[src/rtl/fx2_slave_fifo_ctrl.sv]
// FPGA-side master for the CY68013 slave-FIFO interface: drains EP2/EP4 into one
// rx stream and feeds two tx streams into EP6/EP8, with round-robin bounded bursts.
module fx2_slave_fifo_ctrl #(
  parameter int FD_WIDTH   = 16,
  parameter int PKT_WORDS  = 256,
  parameter int BURST_MAX  = 64,
  parameter int ADDR_SETUP = 1
) (
  input  logic                fx2_ifclk,
  input  logic                fx2_rst_n,
  input  logic                fx2_flaga,
  input  logic                fx2_flagb,
  input  logic                fx2_flagc,
  input  logic                fx2_flagd,
  output logic                fx2_slrd,
  output logic                fx2_slwr,
  output logic                fx2_sloe,
  output logic                fx2_pktend,
  output logic [1:0]          fx2_fifoaddr,
  input  logic [FD_WIDTH-1:0] fd_i,
  output logic [FD_WIDTH-1:0] fd_o,
  output logic                fd_oe,
  output logic [FD_WIDTH-1:0] rx_data,
  output logic                rx_ep,
  output logic                rx_valid,
  input  logic                rx_ready,
  input  logic [FD_WIDTH-1:0] tx6_data,
  input  logic                tx6_valid,
  input  logic                tx6_last,
  output logic                tx6_ready,
  input  logic [FD_WIDTH-1:0] tx8_data,
  input  logic                tx8_valid,
  input  logic                tx8_last,
  output logic                tx8_ready,
  output logic                busy
);

  localparam int BW = $clog2(BURST_MAX + 1);
  localparam int PW = $clog2(PKT_WORDS + 1);
  localparam int SW = $clog2(ADDR_SETUP + 1);

  typedef enum logic [2:0] {
    S_IDLE, S_SEL, S_RD_OE, S_RD, S_WR, S_PKTEND, S_TURN
  } state_t;

  state_t              state_q;
  logic [1:0]          fifoaddr_q;
  logic [1:0]          rr_ptr_q;
  logic                sloe_q;
  logic                pktend_q;
  logic                fd_oe_q;
  logic                rx_valid_q;
  logic [FD_WIDTH-1:0] rx_data_q;
  logic                rx_ep_q;
  logic [BW-1:0]       burst_q;
  logic [SW-1:0]       setup_q;
  logic [PW-1:0]       pkt_cnt6_q;
  logic [PW-1:0]       pkt_cnt8_q;

  logic                flag_sel;
  logic                tx_valid_sel;
  logic                tx_last_sel;
  logic [FD_WIDTH-1:0] tx_data_sel;
  logic [PW-1:0]       pkt_cnt_sel;
  logic [PW-1:0]       pkt_inc_d;
  logic                pkt_full_d;
  logic [BW-1:0]       burst_inc_d;
  logic                burst_ok;
  logic                burst_last_d;
  logic                rd_stb;
  logic                wr_stb;
  logic [3:0]          req_d;
  logic [1:0]          grant_d;
  logic                grant_vld_d;

  always_comb begin
    case (fifoaddr_q)
      2'd0:    flag_sel = fx2_flaga;
      2'd1:    flag_sel = fx2_flagb;
      2'd2:    flag_sel = fx2_flagc;
      default: flag_sel = fx2_flagd;
    endcase
  end

  assign tx_valid_sel = fifoaddr_q[0] ? tx8_valid  : tx6_valid;
  assign tx_last_sel  = fifoaddr_q[0] ? tx8_last   : tx6_last;
  assign tx_data_sel  = fifoaddr_q[0] ? tx8_data   : tx6_data;
  assign pkt_cnt_sel  = fifoaddr_q[0] ? pkt_cnt8_q : pkt_cnt6_q;
  assign pkt_inc_d    = pkt_cnt_sel + PW'(1);
  assign pkt_full_d   = (pkt_inc_d == PW'(PKT_WORDS));
  assign burst_inc_d  = burst_q + BW'(1);
  assign burst_ok     = (burst_q < BW'(BURST_MAX));
  assign burst_last_d = (burst_inc_d == BW'(BURST_MAX));

  // Strobes are qualified combinationally so a flag change stops them in the same cycle.
  assign rd_stb = (state_q == S_RD) && flag_sel && (!rx_valid_q || rx_ready) && burst_ok;
  assign wr_stb = (state_q == S_WR) && flag_sel && tx_valid_sel && burst_ok;

  assign fx2_slrd     = !rd_stb;
  assign fx2_slwr     = !wr_stb;
  assign fx2_sloe     = sloe_q;
  assign fx2_pktend   = pktend_q;
  assign fx2_fifoaddr = fifoaddr_q;
  assign fd_oe        = fd_oe_q;
  assign fd_o         = fd_oe_q ? tx_data_sel : '0;
  assign tx6_ready    = wr_stb && !fifoaddr_q[0];
  assign tx8_ready    = wr_stb && fifoaddr_q[0];
  assign rx_data      = rx_data_q;
  assign rx_ep        = rx_ep_q;
  assign rx_valid     = rx_valid_q;
  assign busy         = (state_q != S_IDLE);

  assign req_d = {fx2_flagd & tx8_valid, fx2_flagc & tx6_valid, fx2_flagb, fx2_flaga};

  // Scan downwards so the request closest to rr_ptr is the one left standing.
  always_comb begin
    grant_d     = rr_ptr_q;
    grant_vld_d = 1'b0;
    for (int i = 3; i >= 0; i--) begin
      if (req_d[rr_ptr_q + 2'(i)]) begin
        grant_d     = rr_ptr_q + 2'(i);
        grant_vld_d = 1'b1;
      end
    end
  end

  always_ff @(posedge fx2_ifclk or negedge fx2_rst_n) begin
    if (!fx2_rst_n) begin
      state_q    <= S_IDLE;
      fifoaddr_q <= 2'd0;
      rr_ptr_q   <= 2'd0;
      sloe_q     <= 1'b1;
      pktend_q   <= 1'b1;
      fd_oe_q    <= 1'b0;
      rx_valid_q <= 1'b0;
      burst_q    <= '0;
      setup_q    <= '0;
      pkt_cnt6_q <= '0;
      pkt_cnt8_q <= '0;
    end else begin
      if (rd_stb) begin
        rx_valid_q <= 1'b1;
      end else if (rx_ready) begin
        rx_valid_q <= 1'b0;
      end

      case (state_q)
        S_IDLE: begin
          if (grant_vld_d) begin
            fifoaddr_q <= grant_d;
            rr_ptr_q   <= grant_d + 2'd1;
            setup_q    <= '0;
            state_q    <= S_SEL;
          end
        end
        S_SEL: begin
          burst_q <= '0;
          if (setup_q == SW'(ADDR_SETUP - 1)) begin
            if (fifoaddr_q[1]) begin
              fd_oe_q <= 1'b1;
              state_q <= S_WR;
            end else begin
              sloe_q  <= 1'b0;
              state_q <= S_RD_OE;
            end
          end else begin
            setup_q <= setup_q + SW'(1);
          end
        end
        S_RD_OE: state_q <= S_RD;
        S_RD: begin
          if (rd_stb) begin
            burst_q <= burst_inc_d;
          end
          if (!flag_sel || !burst_ok || (rd_stb && burst_last_d)) begin
            sloe_q  <= 1'b1;
            state_q <= S_TURN;
          end
        end
        S_WR: begin
          if (wr_stb) begin
            burst_q <= burst_inc_d;
            // A full packet is committed by the FX2 itself, so the count wraps here.
            if (fifoaddr_q[0]) begin
              pkt_cnt8_q <= pkt_full_d ? '0 : pkt_inc_d;
            end else begin
              pkt_cnt6_q <= pkt_full_d ? '0 : pkt_inc_d;
            end
            if (tx_last_sel && !pkt_full_d) begin
              pktend_q <= 1'b0;
              state_q  <= S_PKTEND;
            end else if (tx_last_sel || burst_last_d) begin
              fd_oe_q <= 1'b0;
              state_q <= S_TURN;
            end
          end else begin
            fd_oe_q <= 1'b0;
            state_q <= S_TURN;
          end
        end
        S_PKTEND: begin
          pktend_q <= 1'b1;
          fd_oe_q  <= 1'b0;
          if (fifoaddr_q[0]) begin
            pkt_cnt8_q <= '0;
          end else begin
            pkt_cnt6_q <= '0;
          end
          state_q <= S_TURN;
        end
        S_TURN:  state_q <= S_IDLE;
        default: state_q <= S_IDLE;
      endcase
    end
  end

  // Captured word carries no reset: rx_valid alone says whether it means anything.
  always_ff @(posedge fx2_ifclk) begin
    if (rd_stb) begin
      rx_data_q <= fd_i;
      rx_ep_q   <= fifoaddr_q[0];
    end
  end

endmodule

[config.mk]
export PLATFORM = sky130hd
export DESIGN_NAME = fx2_slave_fifo_ctrl
export DESIGN_NICKNAME = d
export VERILOG_FILES = /design/src/rtl/fx2_slave_fifo_ctrl.sv
export SDC_FILE = /design/constraint.sdc
export NUM_CORES = 1
export LEC_CHECK = 0
export CAP_MARGIN = 20
export CORE_MARGIN = 1
export CORE_UTILIZATION = 35
export DETAILED_ROUTE_END_ITERATION = 10
export SLEW_MARGIN = 20
export SYNTH_ARGS = -nofsm -noshare
export SYNTH_HDL_FRONTEND = slang
export SYNTH_SLANG_ARGS = --single-unit
export TNS_END_PERCENT = 30
[constraint.sdc]
create_clock -name fx2_ifclk -period 7.2 [get_ports fx2_ifclk]
set_input_delay 1.44 -clock fx2_ifclk [delete_from_list [all_inputs] [get_ports fx2_ifclk]]
set_output_delay 1.44 -clock fx2_ifclk [all_outputs]
set_load 0.05 [all_outputs]
==> results.toml <==
[status]
status = "complete, no violations"

[final_layout]
layout-drive-gt1-share = 0.100
antennaDiodeCount = 0
fillCellCount = 828
areaGrowthSynthToFinish_pct = 34.6
nets = 469
instances_no_fill = 517

[critical_path]
crit_arrival_ns = 3.74
crit_family = "buffers and inverters"
path_cells = "clkdlybuf4s50_1 -> mux4_1 -> nor2b_4 -> and2_4 -> inv_1 -> clkdlybuf4s50_1"
rr_worst_depth = 9
slowest_delay_ns = 0.81
path_max_fanout = 7
worst_path_most_repeated_cell = "clkdlybuf4s50_1"
crit_buf_inv = 3
r2r-end = "state_q[0]"
cpMaxStageDelayCell = "clkdlybuf4s50_1"
crit_type = "primary input to primary output"
r2r_slack_ns = 4.10
start_kind = "primary input"
timing.rr.start = "fx2_fifoaddr[0]"
worst_ep_required_time_ns = 5.76
end_kind = "primary output"

[yosys]
synth_cell_types = 64
synth_edf_count = 17
synthCells = 315
ys_async_sr_fraction = 0.679
ys_warn_count = 0
synth_fp_nets = 376
syn_area_mm2 = 0.00326
synth_seq_area_share = 0.433
avgSynthCellArea_um2 = 10.4
synthFlopType = "dfrtp_1"
synth.ff_latch_count = 53

[global_route]
first_global_vias = 2617
grt_use_total = 0.169
grt_max_degree = 47
antenna_found_initial = 0
grt_overflow = 0
grt_pass1_wl_um = 13200

[floorplan]
start_util = 0.367
die_h_um = 98.6
io_pins = 103
core_region_area_mm2 = 0.00889
rows = 34
die_area_mm2 = 0.00972
die_x_um = 98.6

[placed_design]
port_buffers = 102
place_inst = 509
gp_congestion = 0.831
place_hpwl_um = 5830
place_ws_ns = 2.02

[power_and_ir_drop]
p_per_area_mw_per_mm2 = 326
leakage_nw = 1.70
ir_drop_mv = 0.221

[min_path]
hp-start = "fx2_pktend"
hp-class = "register to register"
whs_path_depth = 2
holdPathEnd = "fx2_pktend"

[timing]
setup-violations-final = 0
finClkSkew_ns = 0.00730
hold_ws_ns = 0.490
fin_tns_setup_ns = 0
fin_crit_sh = 0.719
drv_slew = 0
rsz0062_at_grt = "false"
finalHoldViolCount = 0
min_period_ns = 5.18
worst_slack_ns = 2.02
max_slew_margin = 0.448
fmax_ghz = 0.193
worstMarginPinSlew_ns = 0.828

[run]
maxCapViolations = 0

[cts]
cts.sinks = 53
postCtsSetupRepairBufs = 0
cts_tree = "built"
cts_made_buffers = 5
hold_buffers = 0
htreeDepth = 2
insertion_delay_ns = 0.30
clockBufferDepth = 2
cts_resized = 0
cts-root-buf = "clkbuf_8"
clkTransAtPathRegs_ns = 0.10

[detailed_routing]
ant_nets = 0
remaining_drc_errors = 0
wire_per_inst_um = 15.4
vias = 2719
dr.first_iter.drc_count = 91
via_per_inst = 5.26
finalWirelength_um = 7970
dr.pass1.iters = 4
==> per-stage QoR <==
step / total power [W] / area, um2 / util
after floorplan: 0.00106 / 3260 / -
after global placement: 0.00125 / 4300 / 0.483
after detailed placement: 0.00126 / 4300 / 0.483
after CTS: 0.00144 / 4400 / 0.494
after global routing: 0.00153 / 4400 / 0.494
final: 0.00143 / 4400 / 0.494
==> area by class of cell <==
class / count / area (um2) / share of cell area
multi-input cells: 236 / 1690 / 0.384
clock inverters: 2 / 17.5 / 0.00399
clock buffers: 6 / 82.6 / 0.0188
well taps: 108 / 135 / 0.0307
inverters: 9 / 33.8 / 0.00769
repair buffers: 103 / 1020 / 0.233
flip-flops and latches: 53 / 1420 / 0.322
==> synthesized netlist by cell type, drive strengths merged (3+ instances only) <==
cell type | number | area share
nand2b | 9 | 0.017
o31ai | 11 | 0.025
nor4 | 3 | 0.0057
buf | 6 | 0.018
nor2b | 20 | 0.041
nor3 | 7 | 0.011
mux2i | 21 | 0.066
clkbuf | 11 | 0.022
nand2 | 21 | 0.024
o21a | 4 | 0.0092
mux2 | 11 | 0.039
dfrtp | 34 | 0.26
nand4b | 3 | 0.013
edfxtp | 17 | 0.16
nand4 | 4 | 0.0077
xor2 | 4 | 0.011
a21oi | 13 | 0.020
o211ai | 3 | 0.011
nand3 | 14 | 0.021
a31oi | 3 | 0.0057
and2 | 3 | 0.0065
and3 | 8 | 0.016
a211oi | 6 | 0.018
xnor2 | 3 | 0.0081
a21o | 4 | 0.0096
a211o | 3 | 0.0084
nor2 | 15 | 0.017
inv | 9 | 0.010
o21ai | 21 | 0.036
==> worst register-to-register path, stage by stage (launching register included) <==
cell and delay, ns:
dfrtp_2 0.41, buf_4 0.53, mux2_2 0.33, ha_1 0.21, inv_1 0.13, a211oi_4 0.28, nand2_1 0.16, xor2_1 0.42
a211oi_1 0.20, o311a_1 0.33
==> cells by family (layout without fill, tap and decap cells) <==
logic type	after synthesis	count (layout)	share of synthesized area
DFF	53	53	0.433
buffers and inverters	26	120	0.0498
AOI/OAI and AO/OA	78	78	0.174
muxes	33	33	0.113
and+or+nand+nor	116	116	0.204
adders and majority gates	2	2	0.00766
xor gates and xnor gates	7	7	0.0188
==> power by group <==
group	leakage (nW)	switching (W)	total (W)	internal, W
combinational	1.03	0.000453	0.000753	0.000300
clock	0.0518	0.000102	0.000182	0.0000801
sequential	0.618	0.000109	0.000499	0.000389
total	1.70	0.000665	0.00143	0.000769
==> cells in the final DEF, fill, tap and decap left out, drive strengths merged, types with 2 or more instances in the layout <==
| cell type | synthesis | layout |
|---|---|---|
| o31ai | 11 | 11 |
| edfxtp | 17 | 17 |
| nand4 | 4 | 4 |
| dfrtp | 34 | 34 |
| clkdlybuf4s50 | 0 | 101 |
| nand4b | 3 | 3 |
| dfstp | 2 | 2 |
| ha | 2 | 2 |
| mux2i | 21 | 21 |
| nor2 | 15 | 15 |
| buf | 6 | 2 |
| nor4 | 3 | 3 |
| nand2 | 21 | 21 |
| xnor2 | 3 | 3 |
| a21oi | 13 | 13 |
| clkbuf | 11 | 6 |
| o21ai | 21 | 21 |
| a21o | 4 | 4 |
| a211o | 3 | 3 |
| inv | 9 | 10 |
| a31oi | 3 | 3 |
| and3 | 8 | 8 |
| and2 | 3 | 3 |
| nor2b | 20 | 20 |
| nand2b | 9 | 9 |
| o41ai | 2 | 2 |
| a211oi | 6 | 6 |
| nor3 | 7 | 7 |
| o211ai | 3 | 3 |
| xor2 | 4 | 4 |
| nand3 | 14 | 14 |
| o21a | 4 | 4 |
| mux2 | 11 | 11 |
==> sequential cells by signal, summed over array words and instances, names as in the netlist <==
name          cells
burst_q           7
fd_oe             1
fx2_fifoaddr      2
fx2_pktend        1
fx2_sloe          1
pkt_cnt6_q        9
pkt_cnt8_q        9
rr_ptr_q          2
rx_data          16
rx_ep             1
rx_valid          1
state_q           3
==> how the worst max path moves through the flow <==
stage                     startpoint   endpoint  cells after the start
final                      fx2_flaga   fx2_slwr                      6
after CTS                  fx2_flaga   fx2_slrd                      6
after global placement     fx2_flaga   fx2_slrd                      6
after floorplan            fx2_flagc  tx6_ready                      5
after detailed placement   fx2_flagb   fx2_slrd                      6
after global routing       fx2_flagb   fx2_slwr                      6
==> metal layers <==
layer / global-route usage / part of all wire / vias to the layer above / routed length, um
met3: 0.0255 / 0.026 / 4 / 210
met4: 0.0310 / 0.0069 / 0 / 55
met1: 0.237 / 0.47 / 1325 / 3760
li1: - / - / 1343 / -
met5: 0 / 0 / - / 0
met2: 0.281 / 0.49 / 47 / 3940
Power figures use the tool's default switching activity.
